## src/rtl/mem_arb_pkg.sv

```systemverilog
// Shared types and default constants for the two-port memory arbiter.
// Owner tags identify which requester a returning read belongs to.
package mem_arb_pkg;

   typedef enum logic [1:0] {
      OWN_NONE = 2'd0,
      OWN_IF   = 2'd1,
      OWN_LS   = 2'd2
   } owner_e;

   localparam int AW_DEF         = 16;
   localparam int DW_DEF         = 16;
   localparam int RD_LAT_DEF     = 1;
   localparam int MAX_LS_RUN_DEF = 4;
   localparam int RUN_CNT_W      = 4;

   // Owner of the read issued this cycle; simultaneous rd+wr on load/store is a write.
   function automatic owner_e read_owner(input logic if_gnt, input logic ls_gnt,
                                         input logic ls_rd, input logic ls_wr);
      owner_e own;
      own = OWN_NONE;
      if (if_gnt)
         own = OWN_IF;
      else if (ls_gnt && ls_rd && !ls_wr)
         own = OWN_LS;
      return own;
   endfunction

endpackage

```

## src/rtl/mem_arbiter_if.sv

```systemverilog
// Bundle of the fetch port, load/store port and shared memory command bus.
// slave is the arbiter's view; master is the requester/memory side.
interface mem_arbiter_if #(
   parameter int AW = 16,
   parameter int DW = 16
);
   logic          i_if_rd;
   logic [AW-1:0] i_if_addr;
   logic          o_if_waitreq;
   logic          o_if_rdvalid;
   logic [DW-1:0] o_if_rddata;

   logic          i_ls_rd;
   logic          i_ls_wr;
   logic [AW-1:0] i_ls_addr;
   logic [DW-1:0] i_ls_wrdata;
   logic          o_ls_waitreq;
   logic          o_ls_rdvalid;
   logic [DW-1:0] o_ls_rddata;

   logic [AW-1:0] o_mem_addr;
   logic          o_mem_rd;
   logic          o_mem_wr;
   logic [DW-1:0] o_mem_wrdata;
   logic [DW-1:0] i_mem_rddata;

   modport slave (
      input  i_if_rd, i_if_addr,
      output o_if_waitreq, o_if_rdvalid, o_if_rddata,
      input  i_ls_rd, i_ls_wr, i_ls_addr, i_ls_wrdata,
      output o_ls_waitreq, o_ls_rdvalid, o_ls_rddata,
      output o_mem_addr, o_mem_rd, o_mem_wr, o_mem_wrdata,
      input  i_mem_rddata
   );

   modport master (
      output i_if_rd, i_if_addr,
      input  o_if_waitreq, o_if_rdvalid, o_if_rddata,
      output i_ls_rd, i_ls_wr, i_ls_addr, i_ls_wrdata,
      input  o_ls_waitreq, o_ls_rdvalid, o_ls_rddata,
      input  o_mem_addr, o_mem_rd, o_mem_wr, o_mem_wrdata,
      output i_mem_rddata
   );

endinterface

```

## src/rtl/rd_tag_pipe.sv

```systemverilog
// Delay line carrying the owner of each issued read until its data returns
// from memory RD_LAT cycles later.
import mem_arb_pkg::*;

module rd_tag_pipe #(
   parameter int RD_LAT = RD_LAT_DEF
) (
   input  logic   clk,
   input  logic   reset,
   input  owner_e tag_in,
   output owner_e tag_out
);

   owner_e tag_p [RD_LAT];

   always_ff @(posedge clk) begin
      if (reset) begin
         for (int i = 0; i < RD_LAT; i++)
            tag_p[i] <= OWN_NONE;
      end else begin
         tag_p[0] <= tag_in;
         for (int i = 1; i < RD_LAT; i++)
            tag_p[i] <= tag_p[i-1];
      end
   end

   assign tag_out = tag_p[RD_LAT-1];

endmodule

```

## src/rtl/mem_arbiter.sv

```systemverilog
// Two-requester arbiter for a single-port memory: load/store has priority,
// with a bounded run length so a waiting fetch is never starved.
import mem_arb_pkg::*;

module mem_arbiter #(
   parameter int AW         = AW_DEF,
   parameter int DW         = DW_DEF,
   parameter int RD_LAT     = RD_LAT_DEF,
   parameter int MAX_LS_RUN = MAX_LS_RUN_DEF
) (
   input  logic           clk,
   input  logic           reset,
   mem_arbiter_if.slave   bus
);

   logic                 ls_req;
   logic                 fetch_prio;
   logic                 ls_gnt;
   logic                 if_gnt;
   logic [RUN_CNT_W-1:0] run_cnt;
   owner_e               tag_push;
   owner_e               tag_pop;

   // Grant is resolved combinationally; nothing is granted while reset is high.
   always_comb begin
      ls_req     = bus.i_ls_rd | bus.i_ls_wr;
      fetch_prio = bus.i_if_rd && (run_cnt == RUN_CNT_W'(MAX_LS_RUN));
      ls_gnt     = !reset && ls_req && !fetch_prio;
      if_gnt     = !reset && bus.i_if_rd && !ls_gnt;
   end

   always_comb begin
      bus.o_mem_addr   = '0;
      bus.o_mem_rd     = 1'b0;
      bus.o_mem_wr     = 1'b0;
      bus.o_mem_wrdata = '0;
      if (ls_gnt) begin
         bus.o_mem_addr   = bus.i_ls_addr;
         bus.o_mem_wr     = bus.i_ls_wr;
         bus.o_mem_rd     = bus.i_ls_rd && !bus.i_ls_wr;
         bus.o_mem_wrdata = bus.i_ls_wrdata;
      end else if (if_gnt) begin
         bus.o_mem_addr = bus.i_if_addr;
         bus.o_mem_rd   = 1'b1;
      end
   end

   assign bus.o_if_waitreq = reset || (bus.i_if_rd && !if_gnt);
   assign bus.o_ls_waitreq = reset || (ls_req && !ls_gnt);

   always_ff @(posedge clk) begin
      if (reset)
         run_cnt <= '0;
      else if (!bus.i_if_rd || if_gnt)
         run_cnt <= '0;
      else if (ls_gnt && run_cnt != RUN_CNT_W'(MAX_LS_RUN))
         run_cnt <= run_cnt + 1'b1;
   end

   // Issue stage -> return stage: owner tags follow reads through the memory latency.
   assign tag_push = read_owner(if_gnt, ls_gnt, bus.i_ls_rd, bus.i_ls_wr);

   rd_tag_pipe #(.RD_LAT(RD_LAT)) u_tag_pipe (
      .clk     (clk),
      .reset   (reset),
      .tag_in  (tag_push),
      .tag_out (tag_pop)
   );

   assign bus.o_if_rdvalid = !reset && (tag_pop == OWN_IF);
   assign bus.o_ls_rdvalid = !reset && (tag_pop == OWN_LS);
   assign bus.o_if_rddata  = bus.i_mem_rddata;
   assign bus.o_ls_rddata  = bus.i_mem_rddata;

endmodule

```

## src/flat_wrapper.sv

```systemverilog
// flat-port wrapper written by rule: the top's interface ports become plain ports
module mem_arbiter_flat 
#(
   parameter int AW         = AW_DEF,
   parameter int DW         = DW_DEF,
   parameter int RD_LAT     = RD_LAT_DEF,
   parameter int MAX_LS_RUN = MAX_LS_RUN_DEF
)
  (clk, reset, bus_i_if_rd, bus_i_if_addr, bus_o_if_waitreq, bus_o_if_rdvalid, bus_o_if_rddata, bus_i_ls_rd, bus_i_ls_wr, bus_i_ls_addr, bus_i_ls_wrdata, bus_o_ls_waitreq, bus_o_ls_rdvalid, bus_o_ls_rddata, bus_o_mem_addr, bus_o_mem_rd, bus_o_mem_wr, bus_o_mem_wrdata, bus_i_mem_rddata);
  mem_arbiter_if #(.AW(AW), .DW(DW)) bus_i ();
  input  logic clk;
  input  logic reset;
  input wire logic [$bits(bus_i.i_if_rd)-1:0] bus_i_if_rd;
  input wire logic [$bits(bus_i.i_if_addr)-1:0] bus_i_if_addr;
  output wire logic [$bits(bus_i.o_if_waitreq)-1:0] bus_o_if_waitreq;
  output wire logic [$bits(bus_i.o_if_rdvalid)-1:0] bus_o_if_rdvalid;
  output wire logic [$bits(bus_i.o_if_rddata)-1:0] bus_o_if_rddata;
  input wire logic [$bits(bus_i.i_ls_rd)-1:0] bus_i_ls_rd;
  input wire logic [$bits(bus_i.i_ls_wr)-1:0] bus_i_ls_wr;
  input wire logic [$bits(bus_i.i_ls_addr)-1:0] bus_i_ls_addr;
  input wire logic [$bits(bus_i.i_ls_wrdata)-1:0] bus_i_ls_wrdata;
  output wire logic [$bits(bus_i.o_ls_waitreq)-1:0] bus_o_ls_waitreq;
  output wire logic [$bits(bus_i.o_ls_rdvalid)-1:0] bus_o_ls_rdvalid;
  output wire logic [$bits(bus_i.o_ls_rddata)-1:0] bus_o_ls_rddata;
  output wire logic [$bits(bus_i.o_mem_addr)-1:0] bus_o_mem_addr;
  output wire logic [$bits(bus_i.o_mem_rd)-1:0] bus_o_mem_rd;
  output wire logic [$bits(bus_i.o_mem_wr)-1:0] bus_o_mem_wr;
  output wire logic [$bits(bus_i.o_mem_wrdata)-1:0] bus_o_mem_wrdata;
  input wire logic [$bits(bus_i.i_mem_rddata)-1:0] bus_i_mem_rddata;
  assign bus_i.i_if_rd = bus_i_if_rd;
  assign bus_i.i_if_addr = bus_i_if_addr;
  assign bus_o_if_waitreq = bus_i.o_if_waitreq;
  assign bus_o_if_rdvalid = bus_i.o_if_rdvalid;
  assign bus_o_if_rddata = bus_i.o_if_rddata;
  assign bus_i.i_ls_rd = bus_i_ls_rd;
  assign bus_i.i_ls_wr = bus_i_ls_wr;
  assign bus_i.i_ls_addr = bus_i_ls_addr;
  assign bus_i.i_ls_wrdata = bus_i_ls_wrdata;
  assign bus_o_ls_waitreq = bus_i.o_ls_waitreq;
  assign bus_o_ls_rdvalid = bus_i.o_ls_rdvalid;
  assign bus_o_ls_rddata = bus_i.o_ls_rddata;
  assign bus_o_mem_addr = bus_i.o_mem_addr;
  assign bus_o_mem_rd = bus_i.o_mem_rd;
  assign bus_o_mem_wr = bus_i.o_mem_wr;
  assign bus_o_mem_wrdata = bus_i.o_mem_wrdata;
  assign bus_i.i_mem_rddata = bus_i_mem_rddata;
  mem_arbiter #(.AW(AW), .DW(DW), .RD_LAT(RD_LAT), .MAX_LS_RUN(MAX_LS_RUN)) u_core (.clk(clk), .reset(reset), .bus(bus_i));
endmodule
```

## config.mk

```make
export PLATFORM = sky130hd
export DESIGN_NAME = mem_arbiter_flat
export DESIGN_NICKNAME = d
export VERILOG_FILES = /design/src/rtl/mem_arb_pkg.sv /design/src/rtl/mem_arbiter_if.sv /design/src/rtl/rd_tag_pipe.sv /design/src/rtl/mem_arbiter.sv /design/src/flat_wrapper.sv
export SDC_FILE = /design/constraint.sdc
export NUM_CORES = 1
export LEC_CHECK = 0
export CAP_MARGIN = 0
export CORE_MARGIN = 2
export CORE_UTILIZATION = 27
export CTS_BUF_LIST = sky130_fd_sc_hd__clkbuf_8
export CTS_CLUSTER_SIZE = 14
export DETAILED_ROUTE_END_ITERATION = 10
export GPL_TIMING_DRIVEN = 0
export PLACE_DENSITY = 0.95
export SLEW_MARGIN = 40
export SYNTH_ARGS = -nofsm -noshare
export SYNTH_HDL_FRONTEND = slang
export SYNTH_SLANG_ARGS = --single-unit
```

## constraint.sdc

```tcl
create_clock -name clk -period 2.2 [get_ports clk]
set_clock_uncertainty 0.15 [all_clocks]
set_input_delay 0.33 -clock clk [delete_from_list [all_inputs] [get_ports clk]]
set_output_delay 0.33 -clock clk [all_outputs]
set_load 0.01 [all_outputs]
```

Word-level counts from Yosys, hierarchy flattened
Memory sizes are Yosys's and may differ from the RTL's.
Index checks and enable logic that the tools add are counted.
W data, S select, Z words.
- muxes and demuxes: 13
- reduce and logical (&&, ||, !) cells: 24
- add/sub/neg operators: 1
- bitwise logic cells: 1
- equality and inequality tests: 4
- operators by type and width (kind ; number):
    $mux W16 ; 3
    $logic_and A1 B1 Y1 ; 13
    $mux W1 ; 7
    $logic_not A1 Y1 ; 6
    $mux W2 ; 3
    $add A4 B1 Y4 const B ; 1
    $eq A4 B3 Y1 const B ; 1
    $ne A4 B3 Y1 const B ; 1
    $reduce_or A2 Y1 ; 2
    $logic_or A1 B1 Y1 ; 3
    $eq A2 B1 Y1 const B ; 1
    $eq A2 B2 Y1 const B ; 1
    $or A1 B1 Y1 ; 1
- output and inout bits: 70
- register bits: 4
- bits of input ports: 69
- bits in writable memories: 2
- memories: 1
- memories (memory ; words ; width ; read ports ; clocked after memory_dff ; wr ports ; RTL line ; text):
    u_core.u_tag_pipe.tag_p ; 1 ; 2 ; 1 ; 0 ; 1 ; rd_tag_pipe.sv:14 ; owner_e tag_p [RD_LAT];

Depth between registers and ports, before layout
Gate-level depths: netlist of the first run.
- depth after elaboration: 9
- depth in mapped cells: 7

Modules after synthesis
A second synthesis of the first run with hierarchy kept.
- cells, all modules: 144
- area total of the unflattened synthesis: 1061.0 um^2
- modules (own cells, without submodules) (module ; cells each ; sequential area each (um^2) ; area each (um^2) ; instances):
    mem_arbiter ; 140 ; 80.1 ; 1008.5 ; 1
    rd_tag_pipe ; 4 ; 40.0 ; 52.6 ; 1

Worst setup path after synthesis of the first run
OpenSTA, ideal clock, no wires.
- path type: flip-flop to output port
- start point: register u_core.run_cnt[0]
- end point: output bus_o_mem_addr[10]
- data arrival time: 1.460 ns
- cell stages (with the launch flop): 8
- slack: 0.260 ns
- buffers on the path: 2
- cells stage by stage: dfxtp_1 > inv_1 > ha_1 > and4b_4 > or2_1 > buf_6 > buf_12 > o32ai_2
- word-level cells in the longest chain between the ends: 8
- ends and longest elaborated chain (item ; RTL line ; text):
    start: declaration ; mem_arbiter.sv:20 ; logic [RUN_CNT_W-1:0] run_cnt;
    start signal: assignment ; mem_arbiter.sv:57 ; run_cnt <= run_cnt + 1'b1;
    $eq A4 B3 Y1 * ; mem_arbiter.sv:27 ; fetch_prio = bus.i_if_rd && (run_cnt == RUN_CNT_W'(MAX_LS_RUN));
    $logic_and A1 B1 Y1 * ; mem_arbiter.sv:27 ;
    $logic_not A1 Y1 * ; mem_arbiter.sv:28 ; ls_gnt = !reset && ls_req && !fetch_prio;
    $logic_and A1 B1 Y1 * ; mem_arbiter.sv:28 ;
    $logic_not A1 Y1 ; mem_arbiter.sv:29 ; if_gnt = !reset && bus.i_if_rd && !ls_gnt;
    $logic_and A1 B1 Y1 ; mem_arbiter.sv:29 ;
    $mux W16 ; mem_arbiter.sv:42 ; end else if (if_gnt) begin
    $mux W16 * ; mem_arbiter.sv:37 ; if (ls_gnt) begin
    end: declaration ; flat_wrapper.sv:25 ; output wire logic [$bits(bus_i.o_mem_addr)-1:0] bus_o_mem_addr;
Mark *: on every way between the ends. The rest lies on a longest branch, timed or not.

Worst setup path in the final report of the first run
- start point: register u_core.run_cnt[0]
- end point: output bus_o_mem_addr[7]
Same word-level chain as after synthesis.

==> impl_metrics.json, run 1 <==
{
  "cts.root.buffer_cell": "clkbuf_8",
  "pin_count_of_the_biggest_net_entering_global_routing": 11,
  "setup_viol": 10,
  "via_count_of_the_first_global_routing_pass": 1365,
  "layout-drive-gt1-share": 0.375,
  "synth_largest_type_area_fraction": 0.215,
  "mostFrequentLayoutCell": "clkdlybuf4s50_1",
  "largest_family_of_logic_cells_by_synthesized_area": "buffers and inverters",
  "synthTopCellsByArea": "buf_4 21%, o32ai_2 15%, dfxtp_1 11%",
  "seq_pwr_share": 0.163,
  "footprint_of_the_flip_flops_and_latches_um2": 123,
  "yosys_register_bits": 6,
  "dp.cells": 313,
  "pwr-share-comb": 0.598,
  "syn_area_mm2": 0.00112,
  "report.power.total_uw": 701,
  "setup_repair_after_global_routing_missed_its_margin": "true",
  "finalWirelength_um": 4140,
  "grtUsageTotal": 0.160,
  "synth_largest_area_cell": "buf_4",
  "insertion_delay_ns": 0.22,
  "cts.sink_count": 6,
  "vias": 1418,
  "vdd.ir_drop.worst_mv": 0.151,
  "startpoint": "u_core.run_cnt[0]",
  "clock_power_share": 0.239,
  "power.share.switching": 0.294,
  "placement.io_buffers": 122,
  "power_leakage_uw": 0.00119,
  "critical_path.endpoint_type": "primary output",
  "final_cells": 327,
  "mostFrequentLayoutCells": "80 x clkdlybuf4s50_1, 40 x buf_4, 31 x buf_2, 18 x inv_1, 17 x nand2b_1",
  "drv_slew": 0,
  "outcome": "finished with violations",
  "timing.slew.headroom": 0.734,
  "final_util": 0.620,
  "number_of_filler_cells_placed_in_the_layout": 369,
  "die_h_um": 68.4,
  "critPathKind": "reg -> out",
  "postSynthAreaPerCell_um2": 7.94,
  "xor_and_xnor_fraction_of_the_mapped_netlist_area": 0.00782,
  "synth-seq-area-share": 0.107,
  "core_mm2": 0.00400,
  "avgViaCountPerCell": 4.34,
  "detail_route.drc_violations": 0,
  "timing.critical_path.from_type": "flop",
  "detailedPlacementHpwl_um": 3390,
  "remaining_global_route_overflow": 0,
  "final.period_utilization": 1.02,
  "timing.final.hold_violations": 0,
  "min_period_ns": 2.24,
  "tritoncts": "built",
  "violations": "setup timing",
  "detail_route.first_pass.iterations": 4,
  "area.growth.synth_to_final_pct": 122,
  "row_count": 23,
  "synth_nets": 212,
  "iteration_0_drc_markers": 27,
  "initial_standard_cell_utilization_of_the_core": 0.280,
  "die_area_mm2": 0.00468,
  "hold_buffers": 0,
  "power.net_switching_uw": 206,
  "synthMuxAreaShare": 0.00894,
  "ys_types": 32,
  "hold_path.startpoint": "u_core.run_cnt[0]",
  "fin_tns_setup_ns": -0.294,
  "synth.yosys.warnings": 0,
  "p_int_uw": 495,
  "gp_congestion": 0.831,
  "hp-class": "reg -> reg",
  "antenna_found_initial": 0,
  "fin_ws_ns": -0.0400,
  "synthesis.instances": 141,
  "synth_simple_gate_area_share": 0.295,
  "htree_levels": 1,
  "diodes": 0,
  "antenna_violating_nets_post_route": 0,
  "clock_transition_time_at_the_flip_flop_clock_pins_of_the_worst_setup_and_hold_paths_ns": 0.04,
  "tightest_slew_ns": 0.398,
  "multi_input_comb_area_um2": 689,
  "max_cap_violations": 0,
  "yosys.area_share.adder": 0.0223,
  "r2r_start": "u_core.run_cnt[0]",
  "critical_path_required_ns": 1.72,
  "path_max_fanout": 8,
  "fmax_mhz": 446,
  "critPathArrivalTime_ns": 1.76,
  "cts_buffer_depth": 2,
  "routedWlPerCell_um": 12.6,
  "power.density_cell_area_mw_per_mm2": 282,
  "cts_buffers": 3,
  "fp.dieW_um": 68.4,
  "final_net_count": 350,
  "wire_length_of_the_first_global_routing_pass_um": 5720,
  "post-place-ws_ns": -0.644,
  "synth_area_in_compound_gates": 0.219,
  "ports": 139
}
## registers in the layout (all words and copies together), names as in the netlist
| signal | cells |
|---|---|
| u_core.run_cnt | 4 |
| u_core.u_tag_pipe.tag_p | 2 |
## stage by stage
| step | instance area (um2) | hold WS [ns] |
|---|---|---|
| global route | 2480 | 0.400 |
| finish | 2480 | 0.387 |
| detailed placement | 2400 | 0.314 |
| CTS | 2430 | 0.365 |
| global placement | 2400 | 0.294 |
| floorplan | 1120 | 0.280 |
## cells by family after synthesis
kind of cell / Yosys count
DFF: 6
and+or+nand+nor: 51
adders and majority gates: 2
muxes: 1
buffers and inverters: 60
AOI/OAI and AO/OA: 20
xor gates and xnor gates: 1
## synthesized netlist by cell type, drive strengths merged
cell / instances
a21oi: 2
a211oi: 1
xnor2: 1
and2: 16
clkbuf: 6
buf: 34
inv: 20
nor4b: 1
and4b: 1
o32ai: 16
ha: 2
nor3: 2
nand3b: 1
dfxtp: 6
nor3b: 2
nand2b: 17
mux2i: 1
nand4b: 1
a21o: 1
nand3: 1
or2: 2
and3: 1
nor2: 6
## power by group through the flow
stage / logic (uW) / registers, uW / clock network (uW)
finish: 419 / 114 / 167
CTS: 412 / 114 / 171
detailed placement: 422 / 116 / 0
floorplan: 175 / 115 / 0
global route: 448 / 114 / 178
global placement: 413 / 115 / 0
## repair_timing
item | CTS | global route
pin swaps | 6 | 8
endpoints found under the setup margin | 38 | 29
resized for setup | 152 | 7
gates cloned | 1 | 0
buffers inserted | 9 | 1
## metal layers
| metal | wire length [um] | track usage |
|---|---|---|
| met5 | 0 | 0 |
| met4 | 11 | 0.0450 |
| met3 | 255 | 0.0214 |
| met2 | 2380 | 0.323 |
| met1 | 1490 | 0.167 |
## path summary, 6_finish.rpt
path                                                       to  slack, ns  cells after the start
worst max-delay path                        bus_o_mem_addr[7]      -0.04                      8
worst max register to register  u_core.u_tag_pipe.tag_p[0][0]       0.62                      6
worst min-delay path                        u_core.run_cnt[0]       0.39                      2
worst min register to register              u_core.run_cnt[0]       0.39                      2
## worst max-delay path, cell delays in order, from the launching register on
cell	delay, ns
dfxtp_2	0.33
inv_2	0.05
ha_4	0.15
and4b_4	0.22
or2_1	0.24
buf_6	0.15
buf_12	0.14
o32ai_4	0.09
buf_2	0.17
## layout make-up
class | count | area share
Buffer | 40 | 0.129
Multi-Input combinational cell | 75 | 0.278
Timing Repair Buffer | 133 | 0.472
Inverter | 20 | 0.0303
Tap cell | 50 | 0.0252
Sequential cell | 6 | 0.0494
Clock buffer | 3 | 0.0166
No activity file was read; power rests on OpenSTA's default activity.
==> inputs of run 2 (changes only) <==
--- a/config.mk
+++ b/config.mk
@@ -6,13 +6,15 @@
 export NUM_CORES = 1
 export LEC_CHECK = 0
 export CAP_MARGIN = 0
-export CORE_MARGIN = 2
-export CORE_UTILIZATION = 27
+export CELL_PAD_IN_SITES_DETAIL_PLACEMENT = 1
+export CELL_PAD_IN_SITES_GLOBAL_PLACEMENT = 1
+export CORE_MARGIN = 8
+export CORE_UTILIZATION = 16
 export CTS_BUF_LIST = sky130_fd_sc_hd__clkbuf_8
 export CTS_CLUSTER_SIZE = 14
 export DETAILED_ROUTE_END_ITERATION = 10
 export GPL_TIMING_DRIVEN = 0
-export PLACE_DENSITY = 0.95
+export PLACE_DENSITY = 0.93
 export SLEW_MARGIN = 40
 export SYNTH_ARGS = -nofsm -noshare
 export SYNTH_HDL_FRONTEND = slang
==> impl_metrics.json, run 2 (synthesized netlist as in run 1, its figures left out) <==
{
  "outcome": "finished with violations",
  "mostFrequentLayoutCell": "clkdlybuf4s50_1",
  "crit_path_top_delay_cell": "dfxtp_2",
  "mostFrequentLayoutCells": "80 x clkdlybuf4s50_1, 39 x buf_4, 30 x buf_2, 18 x inv_1, 17 x nand2b_1",
  "area.growth.synth_to_final_pct": 138,
  "power_leakage_uw": 0.00125,
  "largest-register": "u_core.run_cnt",
  "gp_congestion": 0.728,
  "final_cells": 377,
  "post-place-ws_ns": -0.748,
  "remaining_global_route_overflow": 0,
  "number_of_flip_flops_under_the_largest_register_name": 4,
  "antenna_violating_nets_post_route": 0,
  "timing.critical_path.from_type": "flop",
  "initial_standard_cell_utilization_of_the_core": 0.165,
  "critPathArrivalTime_ns": 1.76,
  "critical_path_required_ns": 1.72,
  "critPathBufInv": 4,
  "fin_tns_setup_ns": -0.375,
  "final.period_utilization": 1.02,
  "dp.cells": 359,
  "fin_ws_ns": -0.0417,
  "wire_length_of_the_first_global_routing_pass_um": 9250,
  "cp_cell_sequence": "inv_2, ha_4, and4b_4, or2_1, buf_6, buf_12, o32ai_4, buf_2",
  "iteration_0_drc_markers": 10,
  "htree_levels": 1,
  "pin_count_of_the_biggest_net_entering_global_routing": 11,
  "fp.dieW_um": 99.7,
  "path_max_fanout": 6,
  "die_h_um": 99.7,
  "critical-path-max-stage-delay_ns": 0.34,
  "routedWlPerCell_um": 15.8,
  "cts.sink_count": 6,
  "hold_buffers": 0,
  "seq_pwr_share": 0.154,
  "power.net_switching_uw": 230,
  "ports": 139,
  "cts_buffers": 3,
  "insertion_delay_ns": 0.23,
  "pwr-share-comb": 0.609,
  "detail_route.drc_violations": 0,
  "placement.io_buffers": 122,
  "timing.final.hold_violations": 0,
  "power.density_cell_area_mw_per_mm2": 278,
  "tritoncts": "built",
  "detail_route.first_pass.iterations": 4,
  "tightest_slew_ns": 0.558,
  "die_area_mm2": 0.00993,
  "clock_power_share": 0.238,
  "drv_slew": 0,
  "avgViaCountPerCell": 3.92,
  "grtUsageTotal": 0.116,
  "power.share.switching": 0.310,
  "setup_repair_after_global_routing_missed_its_margin": "true",
  "violations": "setup timing",
  "critPathKind": "reg -> out",
  "final_net_count": 354,
  "layout-drive-gt1-share": 0.416,
  "setup_viol": 16,
  "antenna_found_initial": 0,
  "row_count": 30,
  "fmax_mhz": 446,
  "vdd.ir_drop.worst_mv": 0.122,
  "max_cap_violations": 0,
  "number_of_filler_cells_placed_in_the_layout": 814,
  "min_period_ns": 2.24,
  "critical_path.endpoint_type": "primary output",
  "diodes": 0,
  "vias": 1479,
  "cts_buffer_depth": 2,
  "core_mm2": 0.00679,
  "cts.root.buffer_cell": "clkbuf_8",
  "finalWirelength_um": 5960,
  "detailedPlacementHpwl_um": 4860,
  "critical_path.top_delay_family": "buffers and inverters",
  "hp-class": "reg -> reg",
  "largestRegisters": "u_core.run_cnt: 4 flops, u_core.u_tag_pipe.tag_p: 2 flops",
  "clock_transition_time_at_the_flip_flop_clock_pins_of_the_worst_setup_and_hold_paths_ns": 0.04,
  "timing.slew.headroom": 0.628,
  "via_count_of_the_first_global_routing_pass": 1805,
  "p_int_uw": 512
}
run 2: changes by cell type in the layout (fill, tap and decap cells not counted), moves of 2 or more:
cell / before / now
o32ai_2: 6 / 13
o32ai_1: 6 / 0
buf_6: 3 / 7
and2_1: 16 / 14
and2_4: 0 / 2
run 2: path summary, 6_finish.rpt:
kind                                   end  cells past startpoint  slack (ns)               from
min reg2reg              u_core.run_cnt[2]                      2        0.44  u_core.run_cnt[2]
max                      bus_o_mem_addr[3]                      8       -0.04  u_core.run_cnt[1]
min                      u_core.run_cnt[2]                      2        0.44  u_core.run_cnt[2]
max reg2reg  u_core.u_tag_pipe.tag_p[0][0]                      7        0.63  u_core.run_cnt[1]
run 2: power by group through the flow:
stage	sequential [uW]	clock, uW	combinational, uW
after floorplan	115	0	175
after global placement	115	0	424
after detailed placement	116	0	434
after CTS	114	179	452
final	114	176	451
after global routing	114	189	484
run 2: routing by layer:
layer / GRT usage / wire [um] / vias to the layer above
met4: 0.0431 / 97 / 0
met3: 0.0265 / 399 / 7
met5: 0 / 0 / -
met2: 0.235 / 3380 / 63
li1: - / - / 713
met1: 0.108 / 2090 / 696
run 2: cell type report:
cell class	count	area, um2	share of cell area
multi-input cells	75	728	0.273
clock buffers	3	41.3	0.0155
inverters	20	75.1	0.0282
flip-flops and latches	6	123	0.0460
well taps	96	120	0.0451
repair buffers	137	1250	0.468
plain buffers	40	330	0.124
run 2: what timing repair did:
item / CTS / global route
setup endpoints to repair: 38 / 30
gates cloned: 3 / 0
hold endpoints to repair: 0 / 0
gates resized for setup: 166 / 12
setup buffers: 11 / 2
pin swaps: 21 / 3
run 2: worst min-delay path, cell delays in order, from the launching register on:
cell and delay, ns:
dfxtp_1 0.34, xnor2_1 0.14, nor2_1 0.07
run 2: per-stage QoR:
step                      power (uW)  cell area [um2]  hold WS [ns]  utilization
after global routing             787             2660         0.455        0.392
after detailed placement         550             2460         0.307        0.362
after floorplan                  290             1120         0.280            -
after CTS                        745             2630         0.366        0.388
after global placement           539             2460         0.290        0.362
final                            742             2660         0.436        0.392
